`src/rtl/sd_block_writer.sv`:
```
// -----------------------------------------------------------------------------
// sd_block_writer
//   Drains a capture FIFO into sd_controller's write port, one full SD block at
//   a time. Blocks are written at consecutive addresses from start_adr up to
//   (but not including) stop_adr. A block is only started once the FIFO
//   already holds a complete block, so the controller is never starved mid-block.
//
// Ports
//   clk, reset              clock (clk_25mhz domain), synchronous active-high reset
//   start                   one-cycle pulse, begins a session (IDLE only)
//   halt_req                finish the block in flight, then end the session
//   start_adr, stop_adr     first block address / exclusive end address
//   fifo_dout, fifo_count   FIFO read data (valid 1 cycle after a pop) / occupancy
//   fifo_rd_en              single-cycle FIFO pop
//   sd_ready                controller idle
//   sd_ready_for_next_byte  controller has consumed sd_din (level, may stay high)
//   sd_wr, sd_din, sd_adr   write request, data byte, block address
//   busy, done, error       session status
//   blocks_written          blocks completed in the current session
// -----------------------------------------------------------------------------
module sd_block_writer #(
  parameter int BLOCK_BYTES = 512,
  parameter int CNT_W       = 14
) (
  input  logic             clk,
  input  logic             reset,
  input  logic             start,
  input  logic             halt_req,
  input  logic [31:0]      start_adr,
  input  logic [31:0]      stop_adr,
  input  logic [7:0]       fifo_dout,
  input  logic [CNT_W-1:0] fifo_count,
  output logic             fifo_rd_en,
  input  logic             sd_ready,
  input  logic             sd_ready_for_next_byte,
  output logic             sd_wr,
  output logic [7:0]       sd_din,
  output logic [31:0]      sd_adr,
  output logic             busy,
  output logic             done,
  output logic             error,
  output logic [15:0]      blocks_written
);

  localparam int BC_W  = $clog2(BLOCK_BYTES) + 1;
  localparam int OFS_W = $clog2(BLOCK_BYTES);

  localparam logic [CNT_W-1:0] BLK_CNT   = CNT_W'(BLOCK_BYTES);
  localparam logic [BC_W-1:0]  LAST_BYTE = BC_W'(BLOCK_BYTES - 1);
  localparam logic [31:0]      ADR_STEP  = 32'(BLOCK_BYTES);
  localparam logic [32:0]      TWO_STEPS = 33'(2 * BLOCK_BYTES);

  typedef enum logic [2:0] {
    S_IDLE,
    S_WAIT_DAT,
    S_PREF,
    S_LOAD,
    S_ISSUE,
    S_FEED,
    S_FIN,
    S_DONE
  } state_t;

  state_t            r_state,      w_state;
  logic [31:0]       r_stop_adr,   w_stop_adr;
  logic [31:0]       r_sd_adr,     w_sd_adr;
  logic [15:0]       r_blocks,     w_blocks;
  logic [BC_W-1:0]   r_byte_cnt,   w_byte_cnt;
  logic              r_rd_en,      w_rd_en;
  logic              r_rd_d1;
  logic              r_sd_wr,      w_sd_wr;
  logic [7:0]        r_sd_din,     w_sd_din;
  logic              r_done,       w_done;
  logic              r_error,      w_error;
  logic              r_halt_pend,  w_halt_pend;
  logic              r_rfnb_last;

  logic              w_busy;
  logic              w_rfnb_rise;
  logic              w_bad_range;
  logic              w_halt;
  logic [32:0]       w_next_end;

  assign w_busy      = (r_state != S_IDLE) && (r_state != S_DONE);
  assign w_rfnb_rise = sd_ready_for_next_byte & ~r_rfnb_last;
  assign w_bad_range = (start_adr >= stop_adr) ||
                       (|start_adr[OFS_W-1:0]) || (|stop_adr[OFS_W-1:0]);
  assign w_halt      = halt_req | r_halt_pend;
  // End address of the block after the one just finished; 33 bits so a
  // session ending near the top of the address space cannot wrap.
  assign w_next_end  = {1'b0, r_sd_adr} + TWO_STEPS;

  always_comb begin
    w_state     = r_state;
    w_stop_adr  = r_stop_adr;
    w_sd_adr    = r_sd_adr;
    w_blocks    = r_blocks;
    w_byte_cnt  = r_byte_cnt;
    w_rd_en     = 1'b0;
    w_sd_wr     = r_sd_wr;
    w_done      = 1'b0;
    w_error     = r_error;
    // A halt request mid-block is remembered and honoured at the block end.
    w_halt_pend = r_halt_pend | (halt_req & w_busy);
    // Every pop lands in sd_din the cycle after the FIFO presents it; with no
    // pop, sd_din simply holds.
    w_sd_din    = r_rd_d1 ? fifo_dout : r_sd_din;

    case (r_state)
      S_IDLE: begin
        if (start) begin
          w_stop_adr  = stop_adr;
          w_sd_adr    = start_adr;
          w_blocks    = 16'd0;
          w_error     = 1'b0;
          w_halt_pend = 1'b0;
          if (w_bad_range) begin
            w_error = 1'b1;
            w_done  = 1'b1;
          end else begin
            w_state = S_WAIT_DAT;
          end
        end
      end

      S_WAIT_DAT: begin
        if (w_halt) begin
          w_state = S_DONE;
          w_done  = 1'b1;
        end else if ((fifo_count >= BLK_CNT) && sd_ready) begin
          w_state    = S_PREF;
          w_rd_en    = 1'b1;
          w_byte_cnt = '0;
        end
      end

      // Byte 0 is popped here and lands in sd_din during LOAD.
      S_PREF:  w_state = S_LOAD;

      S_LOAD: begin
        w_state = S_ISSUE;
        w_sd_wr = 1'b1;
      end

      S_ISSUE: begin
        if (!sd_ready) begin
          w_sd_wr = 1'b0;
          w_state = S_FEED;
        end
      end

      S_FEED: begin
        if (w_rfnb_rise) begin
          w_byte_cnt = r_byte_cnt + 1'b1;
          if (r_byte_cnt < LAST_BYTE) begin
            // Full block was buffered before starting, so an empty FIFO here
            // means something upstream broke; keep the old byte and flag it.
            if (fifo_count == '0) begin
              w_error = 1'b1;
            end else begin
              w_rd_en = 1'b1;
            end
          end else begin
            w_state = S_FIN;
          end
        end
      end

      S_FIN: begin
        if (sd_ready) begin
          w_blocks = r_blocks + 16'd1;
          w_sd_adr = r_sd_adr + ADR_STEP;
          if ((w_next_end > {1'b0, r_stop_adr}) || w_halt) begin
            w_state = S_DONE;
            w_done  = 1'b1;
          end else begin
            w_state = S_WAIT_DAT;
          end
        end
      end

      S_DONE: begin
        w_state     = S_IDLE;
        w_halt_pend = 1'b0;
      end

      default: w_state = S_IDLE;
    endcase
  end

  always_ff @(posedge clk) begin
    if (reset) begin
      r_state     <= S_IDLE;
      r_stop_adr  <= '0;
      r_sd_adr    <= '0;
      r_blocks    <= '0;
      r_byte_cnt  <= '0;
      r_rd_en     <= 1'b0;
      r_rd_d1     <= 1'b0;
      r_sd_wr     <= 1'b0;
      r_sd_din    <= '0;
      r_done      <= 1'b0;
      r_error     <= 1'b0;
      r_halt_pend <= 1'b0;
      r_rfnb_last <= 1'b0;
    end else begin
      r_state     <= w_state;
      r_stop_adr  <= w_stop_adr;
      r_sd_adr    <= w_sd_adr;
      r_blocks    <= w_blocks;
      r_byte_cnt  <= w_byte_cnt;
      r_rd_en     <= w_rd_en;
      r_rd_d1     <= r_rd_en;
      r_sd_wr     <= w_sd_wr;
      r_sd_din    <= w_sd_din;
      r_done      <= w_done;
      r_error     <= w_error;
      r_halt_pend <= w_halt_pend;
      r_rfnb_last <= sd_ready_for_next_byte;
    end
  end

  assign fifo_rd_en     = r_rd_en;
  assign sd_wr          = r_sd_wr;
  assign sd_din         = r_sd_din;
  assign sd_adr         = r_sd_adr;
  assign busy           = w_busy;
  assign done           = r_done;
  assign error          = r_error;
  assign blocks_written = r_blocks;

endmodule

```
`config.mk`:
```
export PLATFORM = sky130hd
export DESIGN_NAME = sd_block_writer
export DESIGN_NICKNAME = d
export VERILOG_FILES = /design/src/rtl/sd_block_writer.sv
export SDC_FILE = /design/constraint.sdc
export NUM_CORES = 1
export LEC_CHECK = 0
export CELL_PAD_IN_SITES_DETAIL_PLACEMENT = 2
export CELL_PAD_IN_SITES_GLOBAL_PLACEMENT = 2
export CORE_MARGIN = 2
export CORE_UTILIZATION = 26
export DETAILED_ROUTE_END_ITERATION = 7
export PLACE_DENSITY_LB_ADDON = 0.1
export SKIP_LAST_GASP = 1
export SLEW_MARGIN = 20
export SYNTH_ARGS = -nofsm -noshare
export SYNTH_HDL_FRONTEND = slang
export SYNTH_SLANG_ARGS = --single-unit
```
`constraint.sdc`:
```
create_clock -name clk -period 2.9 [get_ports clk]
set_input_delay 0.435 -clock clk [delete_from_list [all_inputs] [get_ports clk]]
set_output_delay 0.435 -clock clk [all_outputs]
set_load 0.01 [all_outputs]
```
==> impl_metrics.sql, run 1 <==
INSERT INTO impl_metrics (metric_group, metric, value, unit) VALUES
('critical_path', 'rrSetupSlack', '-0.18', 'ns'),
('power_and_ir_drop', 'p_sw_share', '31.2', '%'),
('cells_and_area', 'diodes', '0', ''),
('sta', 'layout_worst_path_cycle_share', '106', '%'),
('place', 'finalWeightedCongestion', '0.778', ''),
('drt', 'first_iter_violations', '328', ''),
('synthesis', 'synth_async_sr_flop_share', '0', '%'),
('sta', 'layout_min_cycle_time', '3.08', 'ns'),
('sta', 'timing.setup.tns', '-0.426', 'ns'),
('outcome', 'result_of_the_run', 'finished with violations', ''),
('floorplanning', 'die_area', '27000', 'um^2'),
('clocking', 'numClockSinks', '108', ''),
('power_and_ir_drop', 'power.total', '3.74', 'mW'),
('synthesis', 'synth-seq-area-share', '32.4', '%'),
('hold_path', 'min_path_type', 'reg2reg', ''),
('synthesis', 'yosysWarningCount', '0', ''),
('clocking', 'source_to_sink_clock_delay_at_the_later_pin_of_the_worst_skew_pair', '0.37', 'ns'),
('floorplanning', 'floorplan.die.height', '164', 'um'),
('drt', 'routedWlPerCell', '18.8', 'um'),
('global_routing', 'initial_antenna_violation_count', '0', ''),
('sta', 'finalWorstSetupSlack', '-0.179', 'ns'),
('synthesis', 'post_synth_inst_count', '875', ''),
('cells_and_area', 'final_layout_size_suffix_gt1_share', '14.7', '%'),
('global_routing', 'number_of_global_route_vias_before_repair', '7635', ''),
('place', 'port_buffers', '152', ''),
('clocking', 'htree_num_levels', '3', ''),
('cells_and_area', 'area_added_between_synthesis_and_finish', '44.7', '%'),
('clocking', 'hold_buffers', '0', ''),
('floorplanning', 'floorplan.initialDensity', '26.5', '%'),
('global_routing', 'pin_count_of_the_biggest_net_entering_global_routing', '61', ''),
('sta', 'timing_hold_violations_final', '0', ''),
('power_and_ir_drop', 'internal-power', '2.57', 'mW'),
('power_and_ir_drop', 'net_switching_power_of_the_design', '1.17', 'mW'),
('clocking', 'cts_buffer_depth', '2', ''),
('drt', 'antenna_left', '0', ''),
('power_and_ir_drop', 'combinationalPowerShare', '23.4', '%'),
('critical_path', 'crit_required', '3.15', 'ns'),
('clocking', 'cts_tree', 'done', ''),
('synthesis', 'synth-main-ff-cell', 'sky130_fd_sc_hd__dfxtp_1', ''),
('cells_and_area', 'layoutNonFillerInstCount', '1420', ''),
('sta', 'clock-skew-final', '0.0104', 'ns'),
('sta', 'grt_setup_unrepaired', 'true', ''),
('sta', 'finalHoldWorstSlack', '0.458', 'ns'),
('global_routing', 'global_route_total_usage_across_every_layer', '20.0', '%'),
('place', 'dp_hpwl', '20500', 'um'),
('critical_path', 'critPathCaptureType', 'flip-flop', ''),
('sta', 'clock.fmax', '0.325', 'GHz'),
('synthesis', 'synth.ff_latch_count', '108', ''),
('hold_path', 'hold_depth', '2', ''),
('floorplanning', 'die_width', '164', 'um'),
('outcome', 'violations', 'setup timing', ''),
('critical_path', 'ff2ff_path_depth', '15', ''),
('synthesis', 'number_of_synthesized_flops_with_an_enable_pin', '0', ''),
('clocking', 'cts_root_buf', 'sky130_fd_sc_hd__clkbuf_16', ''),
('global_routing', 'grt_first_pass_wirelength', '41800', 'um'),
('critical_path', 'cp-start-kind', 'flip-flop', ''),
('power_and_ir_drop', 'leakage', '3.93', 'nW'),
('critical_path', 'worst_setup_path_class', 'reg2reg', ''),
('hold_path', 'hold_start', 'r_stop_adr[15]', ''),
('critical_path', 'cp.arrival', '3.33', 'ns'),
('critical_path', 'r2r-start', 'sd_adr[12]', ''),
('power_and_ir_drop', 'irDropWorstVdd', '0.288', 'mV'),
('sta', 'report.final.setup_viol', '3', ''),
('critical_path', 'crit_fanout', '4', ''),
('sta', 'slew_viol_final', '0', ''),
('floorplanning', 'core.rowCount', '58', ''),
('synthesis', 'synth.avg_cell_area', '7.64', 'um^2'),
('cells_and_area', 'layout.nets', '1245', ''),
('power_and_ir_drop', 'share_clk_of_total_power', '34.5', '%'),
('drt', 'drt_pre_antenna_iters', '4', ''),
('global_routing', 'globalRouteOverflowTotal', '0', '');
[area by class of cell]
cell class / instances / area (um^2)
Fill cell: 2860 / 15500
Timing Repair Buffer: 239 / 2210
Clock inverter: 7 / 67.6
Multi-Input combinational cell: 656 / 4310
Clock buffer: 9 / 225
Tap cell: 330 / 413
Sequential cell: 108 / 2180
Inverter: 71 / 267
[cell families (layout without fill, tap and decap cells)]
| logic type | count (synthesis) | count (layout) | synth area share (%) |
|---|---|---|---|
| AO/OA/AOI/OAI | 193 | 193 | 17.4 |
| multiplexers | 10 | 10 | 1.50 |
| buffers and inverters | 111 | 326 | 6.35 |
| AND/OR/NAND/NOR | 349 | 349 | 24.9 |
| XOR/XNOR | 36 | 36 | 4.72 |
| flip-flops | 108 | 108 | 32.4 |
| adder cells (fa/ha/maj) | 68 | 68 | 12.7 |
[placed cells by master, fill, tap and decap left out, drive strengths merged, types with 9 or more instances in the layout]
cell type	n
clkdlybuf4s50	151
nor4	12
nand2	148
nor2	73
nand4	17
nor3	14
o22ai	13
ha	68
mux2i	10
inv	74
a211oi	18
and4	13
xor2	22
o21ai	34
nand3	32
xnor2	14
a21o	10
buf	88
clkbuf	9
dfxtp	108
or3	10
a21oi	95
[synth_stat cells, drive strengths merged, types with 7 or more instances]
master  instances  share of area, %
o22ai          13               1.2
mux2i          10               1.5
ha             68                13
inv            71               4.0
and3            7              0.66
o21ai          34               2.5
clkbuf         32               1.8
nand3          32               2.4
nor2b           7              0.66
or3            10              0.96
nand4          17               1.6
and4           13               1.7
nor3           14               1.3
a21o           10               1.1
a211oi         18               2.0
buf             8              0.54
dfxtp         108                32
xor2           22               2.9
nand2         148               8.3
xnor2          14               1.8
nor2           73               4.1
a21oi          95               7.3
nor4           12               1.4
[routing by layer]
| metal | track usage, % | up-vias | part of all wire [%] |
|---|---|---|---|
| met1 | 26.2 | 3431 | 46 |
| met2 | 35.2 | 93 | 49 |
| met3 | 2.50 | 17 | 2.6 |
| met5 | 0 | - | 0 |
| li1 | - | 3452 | - |
| met4 | 4.15 | 0 | 1.4 |
[worst max path at each step]
stage,cells after the start,end,startpoint
after floorplan,16,r_state[1],sd_adr[12]
after global placement,16,r_state[1],sd_adr[12]
final,15,done,sd_adr[12]
after detailed placement,16,r_state[1],sd_adr[11]
after global routing,14,r_state[1],sd_adr[12]
after CTS,14,r_state[1],sd_adr[11]
[timing repair]
item / 4_1_cts / 5_1_grt
endpoints found under the hold margin: 0 / 0
endpoints found under the setup margin: 3 / 3
resized for setup: 29 / 12
setup buffers: 6 / 3
pin swaps: 25 / 24
[worst max-delay path, stage by stage, from the launching register on]
cell,delay [ns]
sky130_fd_sc_hd__dfxtp_4,0.38
sky130_fd_sc_hd__nand3_2,0.12
sky130_fd_sc_hd__nor2_4,0.14
sky130_fd_sc_hd__nand3_2,0.13
sky130_fd_sc_hd__nor2b_4,0.16
sky130_fd_sc_hd__nand2_2,0.09
sky130_fd_sc_hd__nor2_2,0.11
sky130_fd_sc_hd__xor2_1,0.17
sky130_fd_sc_hd__ha_1,0.31
sky130_fd_sc_hd__buf_4,0.17
sky130_fd_sc_hd__a2111oi_4,0.39
sky130_fd_sc_hd__o22ai_2,0.15
sky130_fd_sc_hd__a21oi_2,0.26
sky130_fd_sc_hd__buf_4,0.15
sky130_fd_sc_hd__a21o_1,0.12
sky130_fd_sc_hd__a311oi_2,0.09
[flip-flops by register name, indices dropped and copies added (netlist names)]
| register | cells |
|---|---|
| r_byte_cnt | 10 |
| r_stop_adr | 32 |
| r_rd_d1 | 1 |
| fifo_rd_en | 1 |
| r_state | 3 |
| r_halt_pend | 1 |
| done | 1 |
| blocks_written | 16 |
| sd_wr | 1 |
| r_rfnb_last | 1 |
| error | 1 |
| sd_adr | 32 |
| sd_din | 8 |
[power groups by stage]
stage	combinational, mW	sequential (mW)	clock, mW
4_1_cts	0.856	1.58	1.35
2_1_floorplan	0.342	1.63	0
6_report	0.877	1.58	1.29
3_3_place_gp	0.803	1.61	0
5_1_grt	0.970	1.58	1.39
3_5_place_dp	0.818	1.61	0
[per-stage QoR]
step,instance area (um^2),setup WS [ns]
after CTS,9570,-0.118
after floorplan,6730,0.00952
after global routing,9670,-0.324
after detailed placement,9110,-0.269
final,9670,-0.179
after global placement,9110,-0.122
(Power assumes the default switching activity.)
==> inputs of run 2 (changes only) <==
- CAP_MARGIN: not set -> 40
- HOLD_SLACK_MARGIN: not set -> 0.05
==> results of run 2 <==
Final layout, timing and power as in run 1 (identical DEF).
==> inputs of run 3 (changes only) <==
- GPL_TIMING_DRIVEN: not set -> 0
==> run 3 against run 2 <==
The flow still finishes with violations (setup timing). Sequential share of layout area increased by 0.85 points. Final area decreased by 2.4%. Die area unchanged. Global-route usage about the same. Flip-flop and latch count unchanged. Worst setup slack got worse by 0.064 ns. Critical path type unchanged. Largest cell class unchanged.
==> impl_metrics.sql, run 3 (synthesized netlist as in run 1, its figures left out) <==
INSERT INTO impl_metrics (metric_group, metric, value, unit) VALUES
('outcome', 'result_of_the_run', 'finished with violations', ''),
('outcome', 'violations', 'setup timing', ''),
('floorplanning', 'floorplan.initialDensity', '26.5', '%'),
('place', 'port_buffers', '151', ''),
('power_and_ir_drop', 'net_switching_power_of_the_design', '1.18', 'mW'),
('sta', 'clock.fmax', '0.318', 'GHz'),
('hold_path', 'hold_start', 'r_stop_adr[10]', ''),
('critical_path', 'crit_path_cell_trace', 'and4_4, and3_4, nor2b_4, nand2_2, nor2_2, xor2_1, ha_1, nand4_1, a211oi_1, nor2_1, o22ai_2, a21oi_2, buf_6, a21o_1, a311oi_2', ''),
('critical_path', 'r2r-start', 'sd_adr[17]', ''),
('cells_and_area', 'mostFrequentLayoutCell', 'sky130_fd_sc_hd__clkdlybuf4s50_1', ''),
('sta', 'timing.setup.tns', '-0.710', 'ns'),
('drt', 'antenna_left', '0', ''),
('global_routing', 'grt_first_pass_wirelength', '41400', 'um'),
('sta', 'layout_min_cycle_time', '3.14', 'ns'),
('floorplanning', 'floorplan.die.height', '164', 'um'),
('clocking', 'cts_root_buf', 'sky130_fd_sc_hd__clkbuf_16', ''),
('sta', 'timing_hold_violations_final', '0', ''),
('sta', 'grt_setup_unrepaired', 'true', ''),
('sta', 'slew_viol_final', '0', ''),
('drt', 'drt_pre_antenna_iters', '4', ''),
('cells_and_area', 'area_taken_by_multi_input_logic_gates', '4340', 'um^2'),
('clocking', 'cts-buffers-inserted', '9', ''),
('floorplanning', 'core.rowCount', '58', ''),
('power_and_ir_drop', 'combinationalPowerShare', '21.8', '%'),
('global_routing', 'global_route_total_usage_across_every_layer', '20.0', '%'),
('global_routing', 'globalRouteOverflowTotal', '0', ''),
('drt', 'routedWlPerCell', '19.2', 'um'),
('global_routing', 'pin_count_of_the_biggest_net_entering_global_routing', '22', ''),
('critical_path', 'cp.arrival', '3.41', 'ns'),
('power_and_ir_drop', 'share_clk_of_total_power', '35.4', '%'),
('floorplanning', 'core', '25200', 'um^2'),
('power_and_ir_drop', 'cellPowerDensity', '396', 'nW/um^2'),
('cells_and_area', 'mostFrequentLayoutCells', 'sky130_fd_sc_hd__clkdlybuf4s50_1 (151), sky130_fd_sc_hd__nand2_1 (143), sky130_fd_sc_hd__dfxtp_1 (94)', ''),
('floorplanning', 'die_width', '164', 'um'),
('power_and_ir_drop', 'irDropWorstVdd', '0.286', 'mV'),
('critical_path', 'critical_path_s_slowest_cell', 'sky130_fd_sc_hd__dfxtp_4', ''),
('critical_path', 'slowest_delay', '0.39', 'ns'),
('clocking', 'cts_buffer_depth', '2', ''),
('cells_and_area', 'diodes', '0', ''),
('floorplanning', 'die_area', '27000', 'um^2'),
('cells_and_area', 'area_added_between_synthesis_and_finish', '41.3', '%'),
('clocking', 'cts_tree', 'done', ''),
('power_and_ir_drop', 'internal-power', '2.55', 'mW'),
('clocking', 'htree_num_levels', '3', ''),
('hold_path', 'hold_depth', '2', ''),
('place', 'place_inst', '1356', ''),
('run', 'timing.max_cap.violations', '0', ''),
('hold_path', 'min_path_type', 'reg2reg', ''),
('drt', 'route.vias.total', '7011', ''),
('place', 'finalWeightedCongestion', '0.781', ''),
('drt', 'first_iter_violations', '293', ''),
('place', 'dp_hpwl', '20900', 'um'),
('clocking', 'source_to_sink_clock_delay_at_the_later_pin_of_the_worst_skew_pair', '0.37', 'ns'),
('critical_path', 'worst_setup_path_class', 'reg2reg', ''),
('critical_path', 'setup.worst_path.start', 'sd_adr[17]', ''),
('cells_and_area', 'layoutNonFillerInstCount', '1401', ''),
('drt', 'average_vias_per_placed_instance', '5.00', ''),
('sta', 'layout_worst_path_cycle_share', '108', '%'),
('cells_and_area', 'area.sequential', '2210', 'um^2'),
('clocking', 'hold_buffers', '0', ''),
('drt', 'wl', '26900', 'um'),
('power_and_ir_drop', 'power.sequential.fraction', '42.8', '%'),
('critical_path', 'path_buf_inv', '1', ''),
('global_routing', 'initial_antenna_violation_count', '0', ''),
('sta', 'clock-skew-final', '0.0138', 'ns'),
('sta', 'finalWorstSetupSlack', '-0.244', 'ns'),
('cells_and_area', 'layout.nets', '1226', ''),
('critical_path', 'cp-start-kind', 'flip-flop', ''),
('sta', 'report.final.setup_viol', '3', ''),
('critical_path', 'crit_required', '3.17', 'ns'),
('critical_path', 'timing.critical_path.max_delay_family', 'simple AND/OR/NAND/NOR gates', ''),
('critical_path', 'critPathCaptureType', 'flip-flop', ''),
('clocking', 'clkTransAtPathRegs', '0.08', 'ns'),
('critical_path', 'path_depth', '15', ''),
('floorplanning', 'ios', '153', ''),
('sta', 'timing.max_slew.rel_slack', '50.2', '%'),
('power_and_ir_drop', 'leakage', '3.71', 'nW'),
('cells_and_area', 'final_layout_size_suffix_gt1_share', '10.6', '%'),
('cells_and_area', 'fill_cell_total_of_the_finished_layout', '2873', ''),
('place', 'detailedPlace.worstSlack', '-0.927', 'ns'),
('drt', 'drc', '0', ''),
('critical_path', 'crit_fanout', '8', ''),
('power_and_ir_drop', 'power.total', '3.73', 'mW'),
('critical_path', 'ff2ff_path_depth', '15', ''),
('sta', 'worst_slew_pin_slew', '0.747', 'ns'),
('clocking', 'numClockSinks', '108', ''),
('global_routing', 'number_of_global_route_vias_before_repair', '7442', ''),
('power_and_ir_drop', 'p_sw_share', '31.6', '%');
-- run 3: cell count changes in the layout (fill, tap and decap cells not counted), moves of 3 or more --
cell	previous run	this run
sky130_fd_sc_hd__dfxtp_1	99	94
sky130_fd_sc_hd__dfxtp_4	3	12
sky130_fd_sc_hd__buf_2	1	4
sky130_fd_sc_hd__buf_4	82	28
sky130_fd_sc_hd__nand3_2	4	1
sky130_fd_sc_hd__clkinv_4	3	0
sky130_fd_sc_hd__clkbuf_1	0	30
sky130_fd_sc_hd__dfxtp_2	6	2
sky130_fd_sc_hd__buf_1	0	3
sky130_fd_sc_hd__inv_6	0	4
-- run 3: layer usage --
layer	track usage (%)	part of all wire, %	vias up	wire length [um]
met5	0	0	-	0
met3	2.50	3.5	8	936
met4	3.43	0.46	0	123
li1	-	-	3426	-
met1	27.4	48	3473	12800
met2	34.1	48	104	13000
-- run 3: stage by stage --
step           hold slack, ns  util, %  instance area, um^2
6_report                0.459     37.5                 9440
5_1_grt                 0.474     37.5                 9440
4_1_cts                 0.465     36.6                 9220
3_5_place_dp            0.452     34.4                 8650
3_3_place_gp            0.444     34.4                 8650
2_1_floorplan           0.436        -                 6730
-- run 3: worst paths after layout --
check / to / slack, ns
worst max-delay path: done / -0.24
worst min-delay path: r_stop_adr[10] / 0.46
worst max register to register: done / -0.24
worst min register to register: r_stop_adr[10] / 0.46
-- run 3: area by class of cell --
class	count	share of cell area, %
Tap cell	330	4.37
Clock inverter	7	0.835
Clock buffer	9	2.39
Multi-Input combinational cell	656	46.0
Sequential cell	108	23.4
Timing Repair Buffer	181	18.5
Inverter	71	2.82
Buffer	39	1.70
-- run 3: what timing repair did --
action,4_1_cts,5_1_grt
pin swaps,19,18
buffers inserted,14,16
resized for setup,40,20
endpoints found under the setup margin,3,4
-- run 3: power groups by stage --
stage	combinational (mW)	sequential (mW)	clock, mW
floorplan	0.342	1.63	0
global placement	0.706	1.64	0
detailed placement	0.722	1.64	0
CTS	0.785	1.60	1.38
global route	0.903	1.61	1.43
finish	0.815	1.60	1.32
-- run 3: tightest hold or removal path, delay by kind of cell (launching register included) --
family	cells	cell delay, ns
flip-flops	1	0.32
AND/OR/NAND/NOR	1	0.05
AO/OA/AOI/OAI	1	0.05
